$ cat src/rtl/log_sprite_loader.sv
// ============================================================================
// Module   : log_sprite_loader
// Brief    : Serialises MMIO commands (SET_ADDR / WRITE_WORD / FILL) into the
//            sprite RAM write port, one 2-bit pixel per clock.
//            Optional running pixel checksum: LOG_LOADER_CHECKSUM_EN.
// Revision : 1.0 - initial release
// ============================================================================
`default_nettype none

module log_sprite_loader #(
  parameter int ADDR = 13
) (
  input  logic            clk,
  input  logic            reset,
  input  logic            cmd_valid,
  output logic            cmd_ready,
  input  logic [1:0]      cmd_op,
  input  logic [31:0]     cmd_data,
  output logic            we,
  output logic [ADDR-1:0] addr_w,
  output logic [1:0]      pixel_in,
  output logic            busy,
  output logic            done_tick,
  output logic [15:0]     checksum
);

  localparam logic [1:0] C_OP_SET_ADDR   = 2'b00;
  localparam logic [1:0] C_OP_WRITE_WORD = 2'b01;
  localparam logic [1:0] C_OP_FILL       = 2'b10;

  typedef enum logic [1:0] {
    ST_IDLE  = 2'd0,
    ST_SHIFT = 2'd1,
    ST_FILL  = 2'd2
  } state_t;

  state_t          state_q;
  logic [ADDR-1:0] ptr_q;
  logic [31:0]     sh_q;
  logic [1:0]      fill_val_q;
  logic [15:0]     rem_q;
  logic            we_q;
  logic            done_q;
  logic [ADDR-1:0] addr_q;
  logic [1:0]      pix_q;

  logic            w_accept;
  logic [15:0]     w_fill_n;
  logic [1:0]      w_next_pix;
  logic            w_unused_data;

  assign cmd_ready     = (state_q == ST_IDLE) & ~reset;
  assign w_accept      = cmd_valid & cmd_ready;
  assign w_fill_n      = cmd_data[31:16];
  assign w_next_pix    = (state_q == ST_SHIFT) ? sh_q[1:0] : fill_val_q;
  assign w_unused_data = ^cmd_data;

  // The first pixel of a command is issued on the accepting edge, so rem_q
  // counts the writes still outstanding after the current one.
  always_ff @(posedge clk) begin
    if (reset) begin
      state_q    <= ST_IDLE;
      ptr_q      <= '0;
      sh_q       <= '0;
      fill_val_q <= '0;
      rem_q      <= '0;
      we_q       <= 1'b0;
      done_q     <= 1'b0;
      addr_q     <= '0;
      pix_q      <= '0;
    end else begin
      we_q   <= 1'b0;
      done_q <= 1'b0;
      case (state_q)
        ST_IDLE: begin
          if (w_accept) begin
            case (cmd_op)
              C_OP_SET_ADDR: begin
                ptr_q <= cmd_data[ADDR-1:0];
              end
              C_OP_WRITE_WORD: begin
                state_q <= ST_SHIFT;
                we_q    <= 1'b1;
                addr_q  <= ptr_q;
                pix_q   <= cmd_data[1:0];
                sh_q    <= {2'b00, cmd_data[31:2]};
                ptr_q   <= ptr_q + ADDR'(1);
                rem_q   <= 16'd15;
              end
              C_OP_FILL: begin
                state_q    <= ST_FILL;
                fill_val_q <= cmd_data[1:0];
                if (w_fill_n == 16'd0) begin
                  done_q <= 1'b1;
                  rem_q  <= 16'd0;
                end else begin
                  we_q   <= 1'b1;
                  addr_q <= ptr_q;
                  pix_q  <= cmd_data[1:0];
                  ptr_q  <= ptr_q + ADDR'(1);
                  rem_q  <= w_fill_n - 16'd1;
                  done_q <= (w_fill_n == 16'd1);
                end
              end
              default: begin
              end
            endcase
          end
        end
        default: begin
          if (rem_q != 16'd0) begin
            we_q   <= 1'b1;
            addr_q <= ptr_q;
            pix_q  <= w_next_pix;
            sh_q   <= {2'b00, sh_q[31:2]};
            ptr_q  <= ptr_q + ADDR'(1);
            rem_q  <= rem_q - 16'd1;
            done_q <= (rem_q == 16'd1);
          end else begin
            state_q <= ST_IDLE;
          end
        end
      endcase
    end
  end

  assign we        = we_q;
  assign addr_w    = addr_q;
  assign pixel_in  = pix_q;
  assign done_tick = done_q;
  assign busy      = (state_q != ST_IDLE);

`ifdef LOG_LOADER_CHECKSUM_EN
  logic [15:0] chk_q;
  logic [15:0] chk_d;

  always_comb begin
    chk_d = chk_q;
    if (w_accept && (cmd_op == C_OP_SET_ADDR)) begin
      chk_d = 16'h0000;
    end else if (we_q) begin
      chk_d = chk_q + {14'd0, pix_q};
    end
  end

  always_ff @(posedge clk) begin
    if (reset) begin
      chk_q <= 16'h0000;
    end else begin
      chk_q <= chk_d;
    end
  end

  assign checksum = chk_q;
`else
  assign checksum = 16'h0000;
`endif

endmodule

`default_nettype wire

$ cat config.mk
export PLATFORM = sky130hd
export DESIGN_NAME = log_sprite_loader
export DESIGN_NICKNAME = d
export VERILOG_FILES = /design/src/rtl/log_sprite_loader.sv
export SDC_FILE = /design/constraint.sdc
export NUM_CORES = 1
export LEC_CHECK = 0
export ABC_AREA = 1
export BUFFER_PORTS_ARGS = -buffer_cell sky130_fd_sc_hd__buf_2
export CAP_MARGIN = 25
export CORE_ASPECT_RATIO = 1.25
export CORE_MARGIN = 3
export CORE_UTILIZATION = 42
export CTS_CLUSTER_DIAMETER = 60
export CTS_CLUSTER_SIZE = 28
export DETAILED_ROUTE_END_ITERATION = 12
export GPL_TIMING_DRIVEN = 0
export PLACE_DENSITY_LB_ADDON = 0.2
export SLEW_MARGIN = 0
export SYNTH_ARGS = -nofsm -noshare
export SYNTH_HDL_FRONTEND = slang
export SYNTH_SLANG_ARGS = --single-unit
$ cat constraint.sdc
create_clock -name clk -period 1.98 [get_ports clk]
set_clock_uncertainty 0.05 [all_clocks]
set_input_delay 0.396 -clock clk [delete_from_list [all_inputs] [get_ports clk]]
set_output_delay 0.396 -clock clk [all_outputs]
set_load 0.03 [all_outputs]
==> qor.yml <==
period_share: 0.9638
crit_path_start: "state_q[1]"
worst_pin_slew_ps: 645.3
crit_end: "busy"
hold_violations: 0
clock-sinks: 80
overflow: 0
die_height_um: 124.8
finalSetupViolCount: 0
power_density_nw_per_um2: 1106
crit_path_top_delay_cell: "dfxtp_2"
crit_family: "buffers and inverters"
synth_compound_area_frac: 0.1728
reg2reg_to: "ptr_q[5]"
rrSetupSlack_ps: 140
wirelength_mm: 14.17
final_cell_mix: "163 x nand2_1, 117 x nor2_1, 78 x a21oi_1, 78 x dfxtp_1, 62 x buf_2"
drcViolationCount: 0
crit_path_max_fanout: 10
ios: 72
synth-adder-area-share: 0.02639
critPathLaunchType: "flip-flop"
gp_congestion: 0.8931
dpl.hpwl_mm: 10.83
slew_headroom: 0.5698
cp.depth: 5
grt_max_degree: 16
r2r-start: "state_q[1]"
clk_pin_slew_ps: 60
crit_buf_inv: 4
path_cells: "nor2_4 > inv_4 > buf_4 > buf_4 > buf_4"
antenna_found_initial: 0
dieArea_sq_um: 12610
cts_buffers: 9
drt-vias-per-instance: 5.194
p_leak_nw: 2.564
syn_inst: 737
rsz0062_at_grt: "no"
synth.yosys.warnings: 0
syn_avg_cell_area_sq_um: 6.434
max_freq_mhz: 524.0
synth_top_family_by_area: "simple AND/OR/NAND/NOR gates"
slew_violations: 0
synth_xor_area_frac: 0.01662
synth_cell_types: 35
clk_latency_ps: 350
port_buffers: 55
cts_buffer_depth: 2
vias: 4965
reg2reg_depth: 10
max_cap_viol_count: 0
synth_seq_area_share: 0.3377
grt_pass1_wl_mm: 22.78
die_x_um: 101.0
diodes: 0
worstPathArrival_ps: 1460
finalPower_w: 0.006180
syn_area_sq_um: 4742
crit_type: "reg -> out"
whs_path_depth: 3
final_common_cell: "nand2_1"
area_growth_pct: 17.78
first_global_vias: 4736
routedWlPerCell_um: 14.82
drtIter0Drc: 284
finalCriticalPeriod_ps: 1908
cp_slowest_stage_delay_ps: 380
htree_levels: 3
nets: 866
cts-root-buf: "clkbuf_16"
critPathCaptureType: "primary output"
irDropWorstVdd_v: 0.0004351
yosys.area_share.simple: 0.3325
ant_nets: 0
cts_tree: "built"
layout-drive-gt1-share: 0.1638
crit_required_ps: 1530
hold_buffers: 0
fillCellCount: 1164
placedCellCount: 939
outcome: "completed"
yosys_register_bits: 80
grt_usage: 0.2261
hp-class: "in -> reg"
final_cells: 956
synthMuxAreaShare: 0.006332
rows: 42
firstDrtPassIters: 5
hold_ws_ps: 276.8
start_util: 0.4380
coreArea_sq_um: 10830
crit_path_frequent_cell: "buf_4"
[flip-flops by register name (all words and copies together) (netlist names)]
register and cells:
we 1, addr_w 13, rem_q 16, ptr_q 13, fill_val_q 2, sh_q 30
state_q 2, pixel_in 2, done_tick 1
[worst register-to-register path, cell delays in order, from the launching register on]
cell,delay (ps)
dfxtp_2,380
nor2_4,60
buf_4,150
nand2_1,190
o21ai_0,110
inv_1,80
nand2_1,90
nor2_4,270
buf_6,200
nand2_1,70
a21oi_1,140
[area by class of cell]
cell class / count / area, sq um / share of cell area
multi-input cells: 565 / 2716 / 0.4863
clock inverters: 7 / 77.57 / 0.01389
plain buffers: 45 / 276.5 / 0.04951
inverters: 62 / 235.2 / 0.04211
repair buffers: 56 / 285.3 / 0.05108
well taps: 132 / 165.2 / 0.02957
flip-flops and latches: 80 / 1604 / 0.2872
clock buffers: 9 / 225.2 / 0.04032
[per-stage QoR]
step | util | area (sq um) | TNS, ps | worst slack [ps]
2_1_floorplan | - | 4798 | 0 | 285.5
3_3_place_gp | 0.4839 | 5239 | -3475 | -300.1
3_5_place_dp | 0.4839 | 5239 | -3533 | -277.7
4_1_cts | 0.5134 | 5558 | 0 | 29.03
5_1_grt | 0.5160 | 5585 | 0 | 11.42
6_report | 0.5160 | 5585 | 0 | 71.65
[Yosys cell counts, drive strengths merged]
library cell,number,share of area
o21ai,69,0.073
nor2,131,0.11
dfxtp,80,0.34
o21bai,2,0.0032
clkbuf,14,0.011
and3,8,0.011
nand4,5,0.0066
ha,10,0.026
nand3,48,0.055
nor3,7,0.0074
buf,31,0.046
a221oi,2,0.0037
nand2,168,0.14
mux2i,3,0.0063
a21oi,79,0.083
a21o,3,0.0047
o21a,2,0.0032
conb,1,0.00079
nand3b,2,0.0032
a22o,1,0.0018
xnor2,4,0.0074
xor2,5,0.0092
inv,62,0.050
[worst min path at each step]
stage	endpoint	from	slack (ps)
2_1_floorplan	sh_q[29]	sh_q[29]	410
3_3_place_gp	addr_w[3]	addr_w[3]	400
3_5_place_dp	addr_w[11]	addr_w[11]	400
4_1_cts	fill_val_q[0]	cmd_data[0]	270
5_1_grt	sh_q[28]	cmd_data[30]	310
6_report	fill_val_q[0]	cmd_data[0]	280
[layer usage]
layer,track usage,part of all wire,up-vias
met5,0,0,-
met4,0.1056,0.039,0
met3,0.03866,0.048,33
met2,0.3833,0.49,149
met1,0.2723,0.42,2249
li1,-,-,2534
[where the power goes]
group	internal (W)	switching, W
Clock	0.000991	0.000744
Sequential	0.00192	0.000251
Combinational	0.000783	0.00149
Total	0.00370	0.00248
[what timing repair did]
item / in CTS / in global routing
pin swaps: 1 / 0
endpoints found under the setup margin: 1 / 37
resized for setup: 4 / 13
buffers inserted: 1 / 0
hold endpoints to repair: 0 / 0
[kinds of logic after synthesis]
family,Yosys count
buffers and inverters,107
DFF,80
xor gates and xnor gates,9
AOI/OAI and AO/OA,158
other,1
muxes,3
and+or+nand+nor,369
adders and majority gates,10
Power figures use the tool's default switching activity.
